## src/rtl/branch_target_predictor.sv

```systemverilog
// Direct-mapped branch target buffer with 2-bit direction counters.
// Zero-latency fetch lookup, trained by ID-stage resolution events.
module branch_target_predictor #(
  parameter int ADDR_W  = 32,
  parameter int ENTRIES = 16,
  localparam int IDX_W  = $clog2(ENTRIES),
  parameter int CNT_W   = 16
) (
  input  logic              CLK_IN,
  input  logic              GLOBALRESET,
  input  logic [ADDR_W-1:0] lookup_pc_in,
  output logic              hit_out,
  output logic              predict_taken_out,
  output logic [ADDR_W-1:0] predict_target_out,
  input  logic              update_valid_in,
  input  logic [ADDR_W-1:0] update_pc_in,
  input  logic              update_taken_in,
  input  logic [ADDR_W-1:0] update_target_in,
  input  logic              update_is_jump_in,
  input  logic              update_mispredict_in,
  input  logic              invalidate_all_in,
  output logic [CNT_W-1:0]  update_count_out,
  output logic [CNT_W-1:0]  mispredict_count_out
);

  localparam int TAG_W = ADDR_W - IDX_W - 2;

  if ((ENTRIES < 2) || ((ENTRIES & (ENTRIES - 1)) != 0)) begin : g_bad_entries
    $error("ENTRIES must be a power of two and at least 2");
  end

  logic [ENTRIES-1:0] valid;
  logic [TAG_W-1:0]   tags    [ENTRIES];
  logic [ADDR_W-1:0]  targets [ENTRIES];
  logic [1:0]         ctrs    [ENTRIES];

  logic [IDX_W-1:0] l_idx;
  logic [TAG_W-1:0] l_tag;
  logic [IDX_W-1:0] u_idx;
  logic [TAG_W-1:0] u_tag;
  logic             u_hit;
  logic [1:0]       ctr_cur;
  logic [1:0]       ctr_nxt;
  logic             wr_entry;
  logic             wr_target;

  assign l_idx = lookup_pc_in[IDX_W+1:2];
  assign l_tag = lookup_pc_in[ADDR_W-1:IDX_W+2];
  assign u_idx = update_pc_in[IDX_W+1:2];
  assign u_tag = update_pc_in[ADDR_W-1:IDX_W+2];

  // Instruction alignment bits never take part in indexing or tagging.
  logic unused_pc_bits;
  assign unused_pc_bits = ^update_pc_in[1:0];

  assign hit_out            = valid[l_idx] & (tags[l_idx] == l_tag);
  assign predict_taken_out  = hit_out & ctrs[l_idx][1];
  assign predict_target_out = predict_taken_out ? targets[l_idx]
                                                : lookup_pc_in + ADDR_W'(4);

  assign u_hit   = valid[u_idx] & (tags[u_idx] == u_tag);
  assign ctr_cur = ctrs[u_idx];

  assign wr_entry  = update_valid_in & ~invalidate_all_in
                   & (u_hit | update_taken_in);
  assign wr_target = update_taken_in | update_is_jump_in;

  always_comb begin
    ctr_nxt = 2'b10;
    if (update_is_jump_in) begin
      ctr_nxt = 2'b11;
    end else if (!u_hit) begin
      ctr_nxt = 2'b10;
    end else if (update_taken_in) begin
      ctr_nxt = (ctr_cur == 2'b11) ? 2'b11 : ctr_cur + 2'd1;
    end else begin
      ctr_nxt = (ctr_cur == 2'b00) ? 2'b00 : ctr_cur - 2'd1;
    end
  end

  always_ff @(posedge CLK_IN or negedge GLOBALRESET) begin
    if (!GLOBALRESET) begin
      valid <= '0;
    end else if (invalidate_all_in) begin
      valid <= '0;
    end else if (wr_entry) begin
      valid[u_idx] <= 1'b1;
    end
  end

  // Payload needs no reset: an entry is only visible once its valid bit is set.
  always_ff @(posedge CLK_IN) begin
    if (wr_entry) begin
      tags[u_idx] <= u_tag;
      ctrs[u_idx] <= ctr_nxt;
      if (wr_target) begin
        targets[u_idx] <= update_target_in;
      end
    end
  end

  always_ff @(posedge CLK_IN or negedge GLOBALRESET) begin
    if (!GLOBALRESET) begin
      update_count_out     <= '0;
      mispredict_count_out <= '0;
    end else begin
      if (update_valid_in && (update_count_out != '1)) begin
        update_count_out <= update_count_out + 1'b1;
      end
      if (update_valid_in && update_mispredict_in
          && (mispredict_count_out != '1)) begin
        mispredict_count_out <= mispredict_count_out + 1'b1;
      end
    end
  end

endmodule
```

## config.mk

```make
export PLATFORM = sky130hd
export DESIGN_NAME = branch_target_predictor
export DESIGN_NICKNAME = d
export VERILOG_FILES = /design/src/rtl/branch_target_predictor.sv
export SDC_FILE = /design/constraint.sdc
export NUM_CORES = 1
export LEC_CHECK = 0
export CORE_ASPECT_RATIO = 1.5
export CORE_MARGIN = 8
export CORE_UTILIZATION = 60
export CTS_BUF_LIST = sky130_fd_sc_hd__clkbuf_2
export CTS_CLUSTER_DIAMETER = 120
export DETAILED_ROUTE_END_ITERATION = 10
export HOLD_SLACK_MARGIN = 0.15
export PLACE_DENSITY = 0.79
export SYNTH_ARGS = -nofsm -noshare
export SYNTH_HDL_FRONTEND = slang
export SYNTH_SLANG_ARGS = --single-unit
```

## constraint.sdc

```tcl
create_clock -name CLK_IN -period 13.1 [get_ports CLK_IN]
set_clock_uncertainty 0.05 [all_clocks]
set_input_delay 1.965 -clock CLK_IN [delete_from_list [all_inputs] [get_ports CLK_IN]]
set_output_delay 1.965 -clock CLK_IN [all_outputs]
set_load 0.01 [all_outputs]
```

# After elaboration in Yosys (flattened, before gate mapping)
# Memory sizes are Yosys's and may differ from the RTL's.
# Index checks and enable logic that the tools add are counted.
[word_totals]
reg_bits = 48
ram_bits = 960
input_bits = 103
word_cells = 53
memories = 3
[mem_list]
columns = ["memory", "words", "width", "rd", "rd_clocked_by_memory_dff", "write_ports", "line_no", "rtl"]
rows = [
  ["targets", 16, 32, 1, 0, 1, "34", "logic [ADDR_W-1:0] targets [ENTRIES];"],
  ["tags", 16, 26, 2, 0, 1, "33", "logic [TAG_W-1:0] tags [ENTRIES];"],
  ["ctrs", 16, 2, 2, 0, 1, "35", "logic [1:0] ctrs [ENTRIES];"],
]
[op_classes]
addsub = 5
n_lt_le_gt_ge = 3
n_eq_ne = 5
muxes = 19
n_bitwise = 9
reduce_logical = 6
[op_table]
columns = ["cell", "n"]
rows = [
  ["== test 26 bit", 2],
  ["adder 16 x 1 -> 16 bit (second input constant)", 2],
  ["adder 32 x 3 -> 32 bit (second input constant)", 1],
  ["two-way mux 16 bit", 2],
  ["two-way mux 32 bit", 1],
  ["inequality test 16 bit (second input constant)", 2],
  ["OR 16 bit", 1],
  ["less-than comparator 4 x 5 -> 1 bit (second input constant)", 2],
  ["two-way mux 2 bit", 5],
  ["binary-select mux 1 bit (select 4 bit)", 2],
  ["two-way mux 1 bit", 8],
  ["AND 1 bit", 5],
  ["demux 1 bit (select 4 bit)", 1],
  ["greater-or-equal comparator 4 x 1 -> 1 bit (second input constant)", 1],
  ["logical AND 1 bit", 4],
  ["adder 2 x 1 -> 2 bit (second input constant)", 1],
  ["== test 2 bit (second input constant)", 1],
  ["zero test 2 bit", 1],
  ["OR 1 bit", 2],
  ["nonzero test 2 bit", 1],
  ["subtractor 2 x 1 -> 2 bit (second input constant)", 1],
  ["inverter 1 bit", 1],
]

# Logic depth before layout (Yosys ltp)
[logic_depth]
word_depth = 7
mapped_depth = 16

# Least setup slack after synthesis
# Ideal clock, no wire load.
[synth_path]
kind = "input to register"
start = "input update_pc_in[2]"
end = "memory targets[0][0], enable pin"
setup_ns = 0.461
t_arrival_ns = 6.858
required_time_ns = 12.589
path_slack_ns = 5.731
path_stages = 13
path_cell_list = "buf_6 buf_6 buf_6 mux4_2 xnor2_1 nor2_1 o41ai_1 o2111ai_1 or4b_1 o31a_1 buf_6 buf_6 nor3_1"
[synth_between]
elab_chain_cells = 7
word_cells_on_any_way = 9
[synth_lines]
columns = ["item", "line_no", "rtl"]
rows = [
  ["start, declared", "16", "input logic [ADDR_W-1:0] update_pc_in,"],
  ["memory read (16 x 26 bit) / binary-select mux 1 bit (select 4 bit) (equally long branches)", "-", ""],
  ["== test 26 bit / two-way mux 1 bit (equally long branches)", "61", "assign u_hit = valid[u_idx] & (tags[u_idx] == u_tag);"],
  ["AND 1 bit", "61", ""],
  ["OR 1 bit", "65", "& (u_hit | update_taken_in);"],
  ["AND 1 bit", "65", ""],
  ["two-way mux 1 bit", "93", "if (wr_entry) begin"],
  ["two-way mux 1 bit (implied by the code)", "97", "targets[u_idx] <= update_target_in;"],
  ["end, declared", "34", ""],
]
# Parallel ways exist; a longest one is shown, timed or not. The select of a mux whose other input is x is not followed.

# Worst setup path after layout
[layout_path]
start = "input lookup_pc_in[2]"
end = "output predict_target_out[14]"
[layout_between]
elab_chain_cells = 5
word_cells_on_any_way = 10
[layout_lines]
columns = ["item", "line_no", "rtl"]
rows = [
  ["start, declared", "11", "input logic [ADDR_W-1:0] lookup_pc_in,"],
  ["memory read (16 x 26 bit) / binary-select mux 1 bit (select 4 bit) (equally long branches)", "-", ""],
  ["== test 26 bit / two-way mux 1 bit (equally long branches)", "56", "assign hit_out = valid[l_idx] & (tags[l_idx] == l_tag);"],
  ["AND 1 bit", "56", ""],
  ["AND 1 bit", "57", "assign predict_taken_out = hit_out & ctrs[l_idx][1];"],
  ["two-way mux 32 bit *", "58", "assign predict_target_out = predict_taken_out ? targets[l_idx]"],
  ["end, declared", "14", "output logic [ADDR_W-1:0] predict_target_out,"],
]
# Mark *: on every way between the ends. The rest lies on a longest branch, timed or not. The select of a mux whose other input is x is not followed.

==> impl_metrics.tcl <==
set metrics [dict create \
    reg2regPathDepth 10 \
    dp_hpwl_um 71000 \
    worstPathRequired_ns 11.09 \
    synth_fp_nets 2371 \
    grt_pass1_vias 26700 \
    dr.pass1.iters 6 \
    ys_ff_latch 1008 \
    cts.htree.levels 4 \
    p_int_mw 4.54 \
    r2r_start "tags[0][9]" \
    start_util_pct 60.2 \
    via_count 25300 \
    clock_sinks 1008 \
    cts_made_buffers 215 \
    syn-cell-area_mm2 0.0442 \
    finalCritPeriodShare_pct 71.0 \
    clockPowerShare_pct 31.6 \
    syn2layout_area_growth_pct 11.4 \
    swShare_pct 25.6 \
    regArea_mm2 0.0300 \
    dieArea_mm2 0.0827 \
    cap_violations 0 \
    ctsResizeCount 0 \
    setup_violations 0 \
    slew_headroom_pct 14.0 \
    ctsHoldBuffers 0 \
    portBuffers 166 \
    worst_slew_pin_slew_ns 1.28 \
    cts_tree "yes" \
    clk_path_buf_depth 3 \
    drt-met1-wl_um 39900 \
    cts_setup_buffers 0 \
    rrSetupSlack_ns 7.71 \
    fin_setup_tns_ns 0 \
    grt_antenna_before_repair 14 \
    async_flop_share_pct 4.76 \
    place_congestion 0.952 \
    clkTransAtPathRegs_ns 0.11 \
    highest_layer "met5" \
    min-delay-start "update_count_out[11]" \
    ys_types 67 \
    yosysSeqAreaShare_pct 68.0 \
    ir_drop_mv 0.125 \
    grt_max_degree 112 \
    status "finished, final reports clean" \
    ys_warn_count 0 \
    netSwitchingPower_mw 1.56 \
    std_cell_rows 122 \
    fmax_ghz 0.108 \
    wl_met2_um 59100 \
    post_synth_inst_count 2265 \
    drc 0 \
    cts-root-buf "clkbuf_2" \
    crit_path_end_kind "primary output" \
    power.leakage_nw 16.2 \
    fillers 4786 \
    die_w_um 238 \
    grt_pass1_wl_um 171000 \
    hold_class "flip-flop to flip-flop" \
    min_to "update_count_out[11]" \
    clk_latency_ns 1.49 \
    fin_ws_ns 3.80 \
    r2r-end "tags[10][25]" \
    grt_use_total_pct 28.6 \
    wl_per_cell_um 31.1 \
    whs_path_depth 1 \
    fin_nets 2685 \
    place_ws_ns 3.77 \
    fin_cells 3766 \
    power_density_mw_per_mm2 124 \
    finalHoldViolations 0 \
    critical_path_class "primary input to primary output" \
    fp.coreArea_mm2 0.0734 \
    whs_ns 0.454 \
    final_antenna_net_count 0 \
    ios 169 \
    die_h_um 348 \
    met3_length_um 11200 \
    arrival_ns 7.28 \
    crit_fanout 57 \
    viasPerCell 6.72 \
    drive_above_1_share_pct 30.9 \
    start_kind "primary input" \
    drt-initial-drc-count 2966 \
    min_period_ns 9.30 \
    overflow 0 \
    ys.flop_type "edfxtp_1" \
    drt_wl_total_um 117000 \
    combPwrFrac_pct 9.4 \
    sequentialPowerShare_pct 58.9 \
    multiInputGateArea_mm2 0.0135 \
    placed_cells 3354 \
    slew_violations 0 \
    synth_edf_count 960 \
    synth.avg_cell_area_um2 19.5 \
    rsz0062_at_grt "false" \
]
cells by family after synthesis:
group	count (synthesis)	synth area share (%)
flops	1008	68.0
mux	523	22.0
simple gates	283	3.25
buf+inv	174	1.83
compound gates	160	2.59
xor+xnor	112	2.22
fa+ha+maj	5	0.130
placed cells by master, fill, tap and decap left out, types with 37 or more instances in the layout:
| cell | count |
|---|---|
| xnor2_1 | 79 |
| edfxtp_1 | 960 |
| mux2_2 | 57 |
| nand2_1 | 68 |
| clkbuf_2 | 292 |
| nor2_1 | 37 |
| clkinv_1 | 78 |
| clkdlybuf4s50_1 | 158 |
| mux4_2 | 352 |
| buf_4 | 73 |
| mux2i_1 | 113 |
| dfrtp_1 | 48 |
power by group through the flow:
| stage | clock network (mW) | registers, mW | logic (mW) |
|---|---|---|---|
| 2_1_floorplan | 0 | 3.67 | 0.316 |
| 3_3_place_gp | 0 | 3.66 | 0.561 |
| 3_5_place_dp | 0 | 3.67 | 0.573 |
| 4_1_cts | 1.97 | 3.59 | 0.575 |
| 5_1_grt | 2.12 | 3.60 | 0.606 |
| 6_report | 1.93 | 3.59 | 0.577 |
cells in the mapped netlist (3+ instances only):
cell	n	area share (%)
mux2_2	57	1.5
o31a_1	3	0.059
o32ai_1	17	0.34
buf_1	27	0.23
and3_1	17	0.24
nor2b_1	26	0.37
a21oi_1	30	0.34
nor3_1	49	0.56
a221oi_1	3	0.059
edfxtp_1	960	65
o2bb2ai_1	3	0.059
ha_1	3	0.085
mux4_2	352	18
o31ai_1	4	0.068
o21ai_0	12	0.14
buf_6	11	0.28
and4_1	3	0.059
a211oi_1	24	0.41
nand2_1	68	0.58
nand4_1	18	0.25
nand3_1	33	0.37
dfrtp_1	48	2.7
nand2b_1	7	0.099
nor4_1	5	0.071
o22ai_1	11	0.16
clkbuf_1	60	0.51
and2_1	4	0.057
a221o_1	3	0.068
xnor2_1	79	1.6
inv_1	31	0.26
a22oi_1	22	0.37
nor2_1	37	0.31
o211ai_1	3	0.051
mux2i_1	113	2.6
buf_2	34	0.39
or2_2	5	0.071
a31oi_1	6	0.085
buf_4	8	0.14
xor2_1	33	0.65
cell type report:
| cell class | count | share of cell area [%] |
|---|---|---|
| multi-input combinational | 1083 | 27.5 |
| antenna | 13 | 0.0661 |
| inverter | 34 | 0.259 |
| clock buffer | 292 | 2.97 |
| clock inverter | 107 | 1.21 |
| timing repair buffer | 237 | 4.49 |
| sequential | 1008 | 61.0 |
| tap | 992 | 2.52 |
state kept, by name, indices dropped and copies added (netlist names):
register and cells:
update_count_out 16, mispredict_count_out 16, targets 512, valid 16, tags 416, ctrs 32
per-layer routing:
layer	GRT usage, %	up-vias
met2	47.5	1603
met5	0	-
li1	-	10300
met1	33.8	13100
met4	16.4	4
met3	7.18	358
critical path, stage by stage:
cell and delay, ns:
buf_8 0.50, buf_4 0.71, mux4_2 0.58, nor2b_1 0.15, a211oi_1 0.38, a21oi_1 0.17
xnor2_1 0.32, nand4_1 0.12, nor4_1 0.28, and4b_2 0.96, mux2_2 0.50, clkdlybuf4s50_1 0.51
how the worst max path moves through the flow:
stage / from / end / cells after the start
after floorplan: update_pc_in[2] / targets[0][0] / 13
after global placement: lookup_pc_in[2] / predict_target_out[31] / 12
after detailed placement: lookup_pc_in[2] / predict_target_out[31] / 12
after CTS: lookup_pc_in[2] / predict_target_out[31] / 12
after global routing: lookup_pc_in[2] / predict_target_out[14] / 12
final: lookup_pc_in[2] / predict_target_out[14] / 12
through the flow:
step / power (mW) / area, µm² / util, %
floorplan: 3.98 / 44200 / -
global placement: 4.22 / 47100 / 64.2
detailed placement: 4.24 / 47100 / 64.2
CTS: 6.14 / 49200 / 67.0
global route: 6.32 / 49200 / 67.0
finish: 6.10 / 49200 / 67.1
No activity file was read; power rests on OpenSTA's default activity.
